[src/rtl/spectag_manager_pkg.sv]
// Shared sizing, tag types and bit-vector helpers for the speculative-tag manager.
package spectag_manager_pkg;

  localparam int SPEC_STATES = 4;
  localparam int RENAME_RATE = 2;
  localparam int TAG_IDX_W   = $clog2(SPEC_STATES);
  localparam int CNT_W       = TAG_IDX_W + 1;

  typedef logic [SPEC_STATES-1:0] spectag_t;
  typedef logic [TAG_IDX_W-1:0]   tag_idx_t;
  typedef logic [CNT_W-1:0]       tag_cnt_t;

  function automatic tag_idx_t onehot_to_idx(input spectag_t oh);
    tag_idx_t idx;
    idx = '0;
    for (int t = 0; t < SPEC_STATES; t++) begin
      if (oh[t]) idx = idx | tag_idx_t'(t);
    end
    return idx;
  endfunction

  function automatic tag_cnt_t popcount(input spectag_t v);
    tag_cnt_t n;
    n = '0;
    for (int t = 0; t < SPEC_STATES; t++) begin
      n = n + tag_cnt_t'(v[t]);
    end
    return n;
  endfunction

endpackage

[src/rtl/spectag_alloc_pri.sv]
// Lowest-index multi-grant picker: each requesting slot takes the lowest free tag
// not already taken by a lower slot.
module spectag_alloc_pri
  import spectag_manager_pkg::*;
(
  input  spectag_t                   free_vec,
  input  logic [RENAME_RATE-1:0]     req,
  output spectag_t [RENAME_RATE-1:0] grant,
  output tag_cnt_t                   grant_cnt
);

  spectag_t avail;
  spectag_t pick;

  always_comb begin
    avail     = free_vec;
    pick      = '0;
    grant     = '0;
    grant_cnt = '0;
    for (int i = 0; i < RENAME_RATE; i++) begin
      if (req[i]) begin
        pick     = avail & (~avail + spectag_t'(1));
        grant[i] = pick;
        avail    = avail & ~pick;
        if (|pick) grant_cnt = grant_cnt + tag_cnt_t'(1);
      end
    end
  end

endmodule

[src/rtl/spectag_manager.sv]
// Allocates one-hot speculative tags at rename, tracks per-tag ancestry masks, and
// retires or kills tags on branch resolution with registered resolve outputs.
module spectag_manager
  import spectag_manager_pkg::*;
(
  input  logic                       clk,
  input  logic                       rst,
  input  logic                       exception,
  input  logic [RENAME_RATE-1:0]     rn_is_branch,
  input  logic                       rn_fire,
  output logic                       rn_tag_stall,
  output spectag_t [RENAME_RATE-1:0] rn_spectag_bus,
  output spectag_t [RENAME_RATE-1:0] rn_killmask_bus,
  input  logic                       br_resolve_valid,
  input  logic                       br_mispredict,
  input  spectag_t                   br_spectag,
  output logic                       Branch_Mispredicted,
  output logic                       Update_KillMask,
  output spectag_t                   Mispredicted_SpecTag,
  output spectag_t                   SpecTag_Valid,
  output tag_cnt_t                   free_tag_cnt
);

  spectag_t                   valid_r, valid_nx, free_vec;
  spectag_t [SPEC_STATES-1:0] brmask_r, brmask_nx;
  spectag_t [RENAME_RATE-1:0] grant;
  tag_cnt_t                   grant_cnt;
  spectag_t                   granted_below, kill_set;
  logic                       res_hit, res_good, res_bad, commit;
  logic                       br_mis_p1, upd_km_p1;
  spectag_t                   res_tag_p1;

  assign free_vec = ~valid_r;

  spectag_alloc_pri u_pri (
    .free_vec  (free_vec),
    .req       (rn_is_branch),
    .grant     (grant),
    .grant_cnt (grant_cnt)
  );

  always_comb begin
    granted_below   = '0;
    rn_killmask_bus = '0;
    for (int i = 0; i < RENAME_RATE; i++) begin
      rn_killmask_bus[i] = valid_r | granted_below;
      granted_below      = granted_below | grant[i];
    end
  end

  assign rn_spectag_bus = grant;
  assign free_tag_cnt   = tag_cnt_t'(SPEC_STATES) - popcount(valid_r);
  // A short grant count means the group does not fit; the whole group stalls.
  assign rn_tag_stall   = (grant_cnt != popcount(spectag_t'(rn_is_branch))) |
                          (br_resolve_valid & br_mispredict);
  assign commit         = rn_fire & ~rn_tag_stall;

  // Resolves of already-killed or malformed tags are dropped.
  assign res_hit  = br_resolve_valid & $onehot(br_spectag) & (|(br_spectag & valid_r));
  assign res_good = res_hit & ~br_mispredict;
  assign res_bad  = res_hit & br_mispredict;

  always_comb begin
    kill_set  = br_spectag;
    valid_nx  = valid_r;
    brmask_nx = brmask_r;
    for (int t = 0; t < SPEC_STATES; t++) begin
      if (|(brmask_r[t] & br_spectag)) kill_set[t] = 1'b1;
    end
    if (commit) begin
      for (int i = 0; i < RENAME_RATE; i++) begin
        if (|grant[i]) begin
          valid_nx = valid_nx | grant[i];
          brmask_nx[onehot_to_idx(grant[i])] = rn_killmask_bus[i];
        end
      end
    end
    // Applied after commit so newly granted masks also drop the retired tag.
    if (res_good) begin
      valid_nx = valid_nx & ~br_spectag;
      for (int t = 0; t < SPEC_STATES; t++) begin
        brmask_nx[t] = brmask_nx[t] & ~br_spectag;
      end
    end
    if (res_bad) valid_nx = valid_nx & ~kill_set;
  end

  // Stage p0 -> p1: state update and registered resolve outputs
  always_ff @(posedge clk) begin
    if (rst | exception) begin
      valid_r    <= '0;
      brmask_r   <= '0;
      br_mis_p1  <= 1'b0;
      upd_km_p1  <= 1'b0;
      res_tag_p1 <= '0;
    end else begin
      valid_r    <= valid_nx;
      brmask_r   <= brmask_nx;
      br_mis_p1  <= res_bad;
      upd_km_p1  <= res_good;
      res_tag_p1 <= res_hit ? br_spectag : '0;
    end
  end

  assign Branch_Mispredicted  = br_mis_p1;
  assign Update_KillMask      = upd_km_p1;
  assign Mispredicted_SpecTag = res_tag_p1;
  assign SpecTag_Valid        = valid_r;

  a_onehot_tag: assert property (@(posedge clk) disable iff (rst)
    br_resolve_valid |-> $onehot(br_spectag));
  a_pulse_excl: assert property (@(posedge clk) disable iff (rst)
    !(Branch_Mispredicted && Update_KillMask));

endmodule

[config.mk]
export PLATFORM = sky130hd
export DESIGN_NAME = spectag_manager
export DESIGN_NICKNAME = d
export VERILOG_FILES = /design/src/rtl/spectag_manager_pkg.sv /design/src/rtl/spectag_alloc_pri.sv /design/src/rtl/spectag_manager.sv
export SDC_FILE = /design/constraint.sdc
export NUM_CORES = 1
export LEC_CHECK = 0
export CAP_MARGIN = 25
export CORE_ASPECT_RATIO = 1.5
export CORE_MARGIN = 1
export CORE_UTILIZATION = 50
export CTS_BUF_LIST = sky130_fd_sc_hd__clkbuf_4
export CTS_CLUSTER_DIAMETER = 200
export DETAILED_ROUTE_END_ITERATION = 6
export HOLD_SLACK_MARGIN = 0.02
export PLACE_DENSITY = 0.82
export RECOVER_POWER = 50
export REMOVE_ABC_BUFFERS = 1
export SYNTH_ARGS = -nofsm -noshare
export SYNTH_HDL_FRONTEND = slang
export SYNTH_SLANG_ARGS = --single-unit
export TNS_END_PERCENT = 10
[constraint.sdc]
create_clock -name clk -period 6.49 [get_ports clk]
set_input_delay 0.9735 -clock clk [delete_from_list [all_inputs] [get_ports clk]]
set_output_delay 0.9735 -clock clk [all_outputs]
set_load 0.02 [all_outputs]
==> impl_results.md <==
- 1st-iter DRT viols: 53
- Design Area, Final: 1940 µm²
- Seq cells post-synth: 22
- Clock root buffer: clkbuf_4
- Clock Sink Count: 22
- Top Ports: 42
- Initial antenna violation count: 0
- Vias: 1,498
- Rows: 24
- Power per cell area: 154 nW/µm²
- Leak: 0.793 nW
- DRT Wirelength: 4020 µm
- Post-synthesis sequential area ratio: 29.1%
- Fin. Hold Viols: 0
- Setup Buffers After CTS: 0
- Area of the core: 2880 µm²
- Starting density of the core: 52.5%
- Hold Path Class: reg2reg
- Number of synthesized flops with an enable pin: 0
- TritonCTS clock tree: yes
- Die W: 46.9 µm
- Critical path's largest stage delay: 0.86 ns
- Total power: 0.299 mW
- Slowest cell on crit path: dlygate4sd3_1
- Final Cycle Share: 76.9%
- Ys flop type: dfxtp_1
- H-tree lvl count: 1
- Antenna Violating Nets Remaining: 0
- # fillers: 247
- Worst path arrival time: 4.01 ns
- Clk pin slew, worst setup/hold paths: 0.12 ns
- Max_cap viols: 0
- Post-cts repair resize count: 0
- DRC Markers: 0
- Clock latency at the later pin of the worst-skew pair: 0.30 ns
- Slew @ Worst Pin: 0.958 ns
- I/O Buffers: 41
- Post-synth ARST share: 0%
- Worst vdd ir: 121 µV
- Share of cells above drive strength 1: 8.06%
- Min Tclk post-route: 4.99 ns
- Final non-filler cell total: 250
- Post-DR vias/cell: 5.99
- Drt wl/cell: 16.1 µm
- Largest net degree at the start of global routing: 21
- Ant. Diodes: 0
- Multi-input gate area: 940 µm²
- CP delay by family, top: buffers and inverters
- Req. time, crit path: 5.52 ns
- Setup violators final: 0
- Crit path kind: in2out
- CP Capture Type: output port
- Register Area: 440 µm²
- Final setup TNS: 0 ns
- Cell total after placement: 246
- Status: complete, no violations
- Hold-fix buffers, CTS: 0
- Num CTS Buffers: 3
- Mapped Area: 1510 µm²
- Top cell by count, worst path: nand3_1
- Max transition margin: 34.3%
- Unrepaired setup endpoints after global routing: no
- DR pass1 iterations: 4
- Peak fanout along the critical path: 16
- RePlAce Congestion: 0.837
- Syn Area/Cell: 8.36 µm²
- Clk buf depth: 2
- Slew Limit Fails: 0
- Placed instance area: 1880 µm²
- CP Buf/Inv Count: 2
- First-pass GRT wire length: 6730 µm
- Crit path launch type: input pin
- Fin nets: 233
- Hpwl dp: 3080 µm
- Clk_skew: 0.00173 ns
- CP cell instances: dlygate4sd3_1 -> and2_0 -> a21o_1 -> nand3_1 -> ha_1 -> nor2b_1 -> a311oi_4 -> xnor2_1 -> nand3_1 -> clkdlybuf4s50_1
- Area growth, synth to finish: 28.0%
- Die ar.: 3250 µm²
- Max Freq: 200 MHz
- Post-synthesis cell type count: 45
- Chip height: 69.4 µm
- Syn. warnings: 0
- Total grt overflow: 0
- Gate Count Post-Synth: 181
- Number of global-route vias before repair: 1,544
- GRT Resource Usage Total: 27.3%
worst min-delay path, stage by stage (launching register included):
cell	delay, ns
dfxtp_1	0.34
nand2_1	0.05
o21ai_0	0.06
synthesized netlist by cell type, types with 4 or more instances:
| cell type | instances | area [µm²] |
|---|---|---|
| dfxtp_1 | 22 | 440 |
| nand2_1 | 22 | 82.6 |
| inv_1 | 12 | 45.0 |
| a21oi_1 | 11 | 55.1 |
| nor2_1 | 10 | 37.5 |
| clkbuf_1 | 8 | 30.0 |
| ha_1 | 7 | 87.6 |
| o21ai_0 | 7 | 35.0 |
| and2_1 | 6 | 37.5 |
| a211oi_1 | 5 | 37.5 |
| mux2i_1 | 5 | 50.1 |
| o221a_2 | 5 | 56.3 |
| a22o_1 | 4 | 35.0 |
| buf_4 | 4 | 30.0 |
| nand3_1 | 4 | 20.0 |
| nor2b_1 | 4 | 25.0 |
final timing paths:
path,start,end,slack (ns),cells past startpoint
worst max-delay path,rn_is_branch[0],rn_tag_stall,1.50,10
worst min-delay path,brmask_r[11]$_SDFF_PP0_,brmask_r[11]$_SDFF_PP0_,0.48,2
worst max register to register,SpecTag_Valid[0]$_SDFF_PP0_,brmask_r[14]$_SDFF_PP0_,2.82,9
worst min register to register,brmask_r[11]$_SDFF_PP0_,brmask_r[11]$_SDFF_PP0_,0.48,2
stage by stage:
| step | worst slack, ns | hold slack (ns) | utilization [%] |
|---|---|---|---|
| global placement | 1.73 | 0.451 | 65.4 |
| CTS | 1.62 | 0.478 | 67.2 |
| detailed placement | 1.63 | 0.459 | 65.4 |
| finish | 1.50 | 0.479 | 67.2 |
| floorplan | 2.92 | 0.435 | - |
| global route | 1.31 | 0.493 | 67.2 |
metal layers:
metal  routed length [µm]  GRT usage [%]  share of wire, %  vias up
li1                     -              -                 -      700
met2                 2130           48.0                53       84
met5                    0              0                 0        -
met3                  280           3.65               7.0       14
met4                  122           12.4               3.0        0
met1                 1480           30.3                37      700
sequential cells by signal (all words and copies together) (netlist names):
name and count:
brmask_r 12, Mispredicted_SpecTag 4, SpecTag_Valid 4, Branch_Mispredicted 1, Update_KillMask 1
cell usage in the layout, fill, tap and decap left out, types with 3 or more instances in the layout:
| cell | instances |
|---|---|
| inv_1 | 12 |
| and2_0 | 5 |
| mux2i_1 | 5 |
| nand3_1 | 4 |
| a21boi_0 | 3 |
| o21ai_0 | 7 |
| clkdlybuf4s50_1 | 20 |
| nor2b_1 | 4 |
| a211oi_1 | 5 |
| o21a_1 | 3 |
| a21oi_1 | 11 |
| o221a_2 | 5 |
| a22o_1 | 4 |
| clkbuf_4 | 3 |
| dfxtp_1 | 22 |
| a21o_1 | 3 |
| nor2_1 | 10 |
| nand2_1 | 22 |
| dlygate4sd3_1 | 21 |
| ha_1 | 7 |
report_power, final:
| group | internal, mW | total, mW | switching (mW) |
|---|---|---|---|
| logic | 0.0257 | 0.0579 | 0.0322 |
| registers | 0.136 | 0.137 | 0.00176 |
| clock network | 0.0624 | 0.104 | 0.0413 |
kinds of logic (layout without fill, tap and decap cells):
group,count (synthesis),in the layout,share of synthesized area [%]
buf+inv,27,57,8.77
compound gates,50,50,24.7
flops,22,22,29.1
mux,7,7,4.80
fa+ha+maj,9,9,8.44
simple gates,64,64,23.0
xor+xnor,2,2,1.16
layout make-up:
cell class	instances	share of cell area (%)
inverters	12	2.33
clock buffers	3	1.16
flip-flops and latches	22	22.7
multi-input cells	132	48.5
repair buffers	41	21.2
clock inverters	1	1.55
well taps	39	2.52
(Power assumes the default switching activity.)
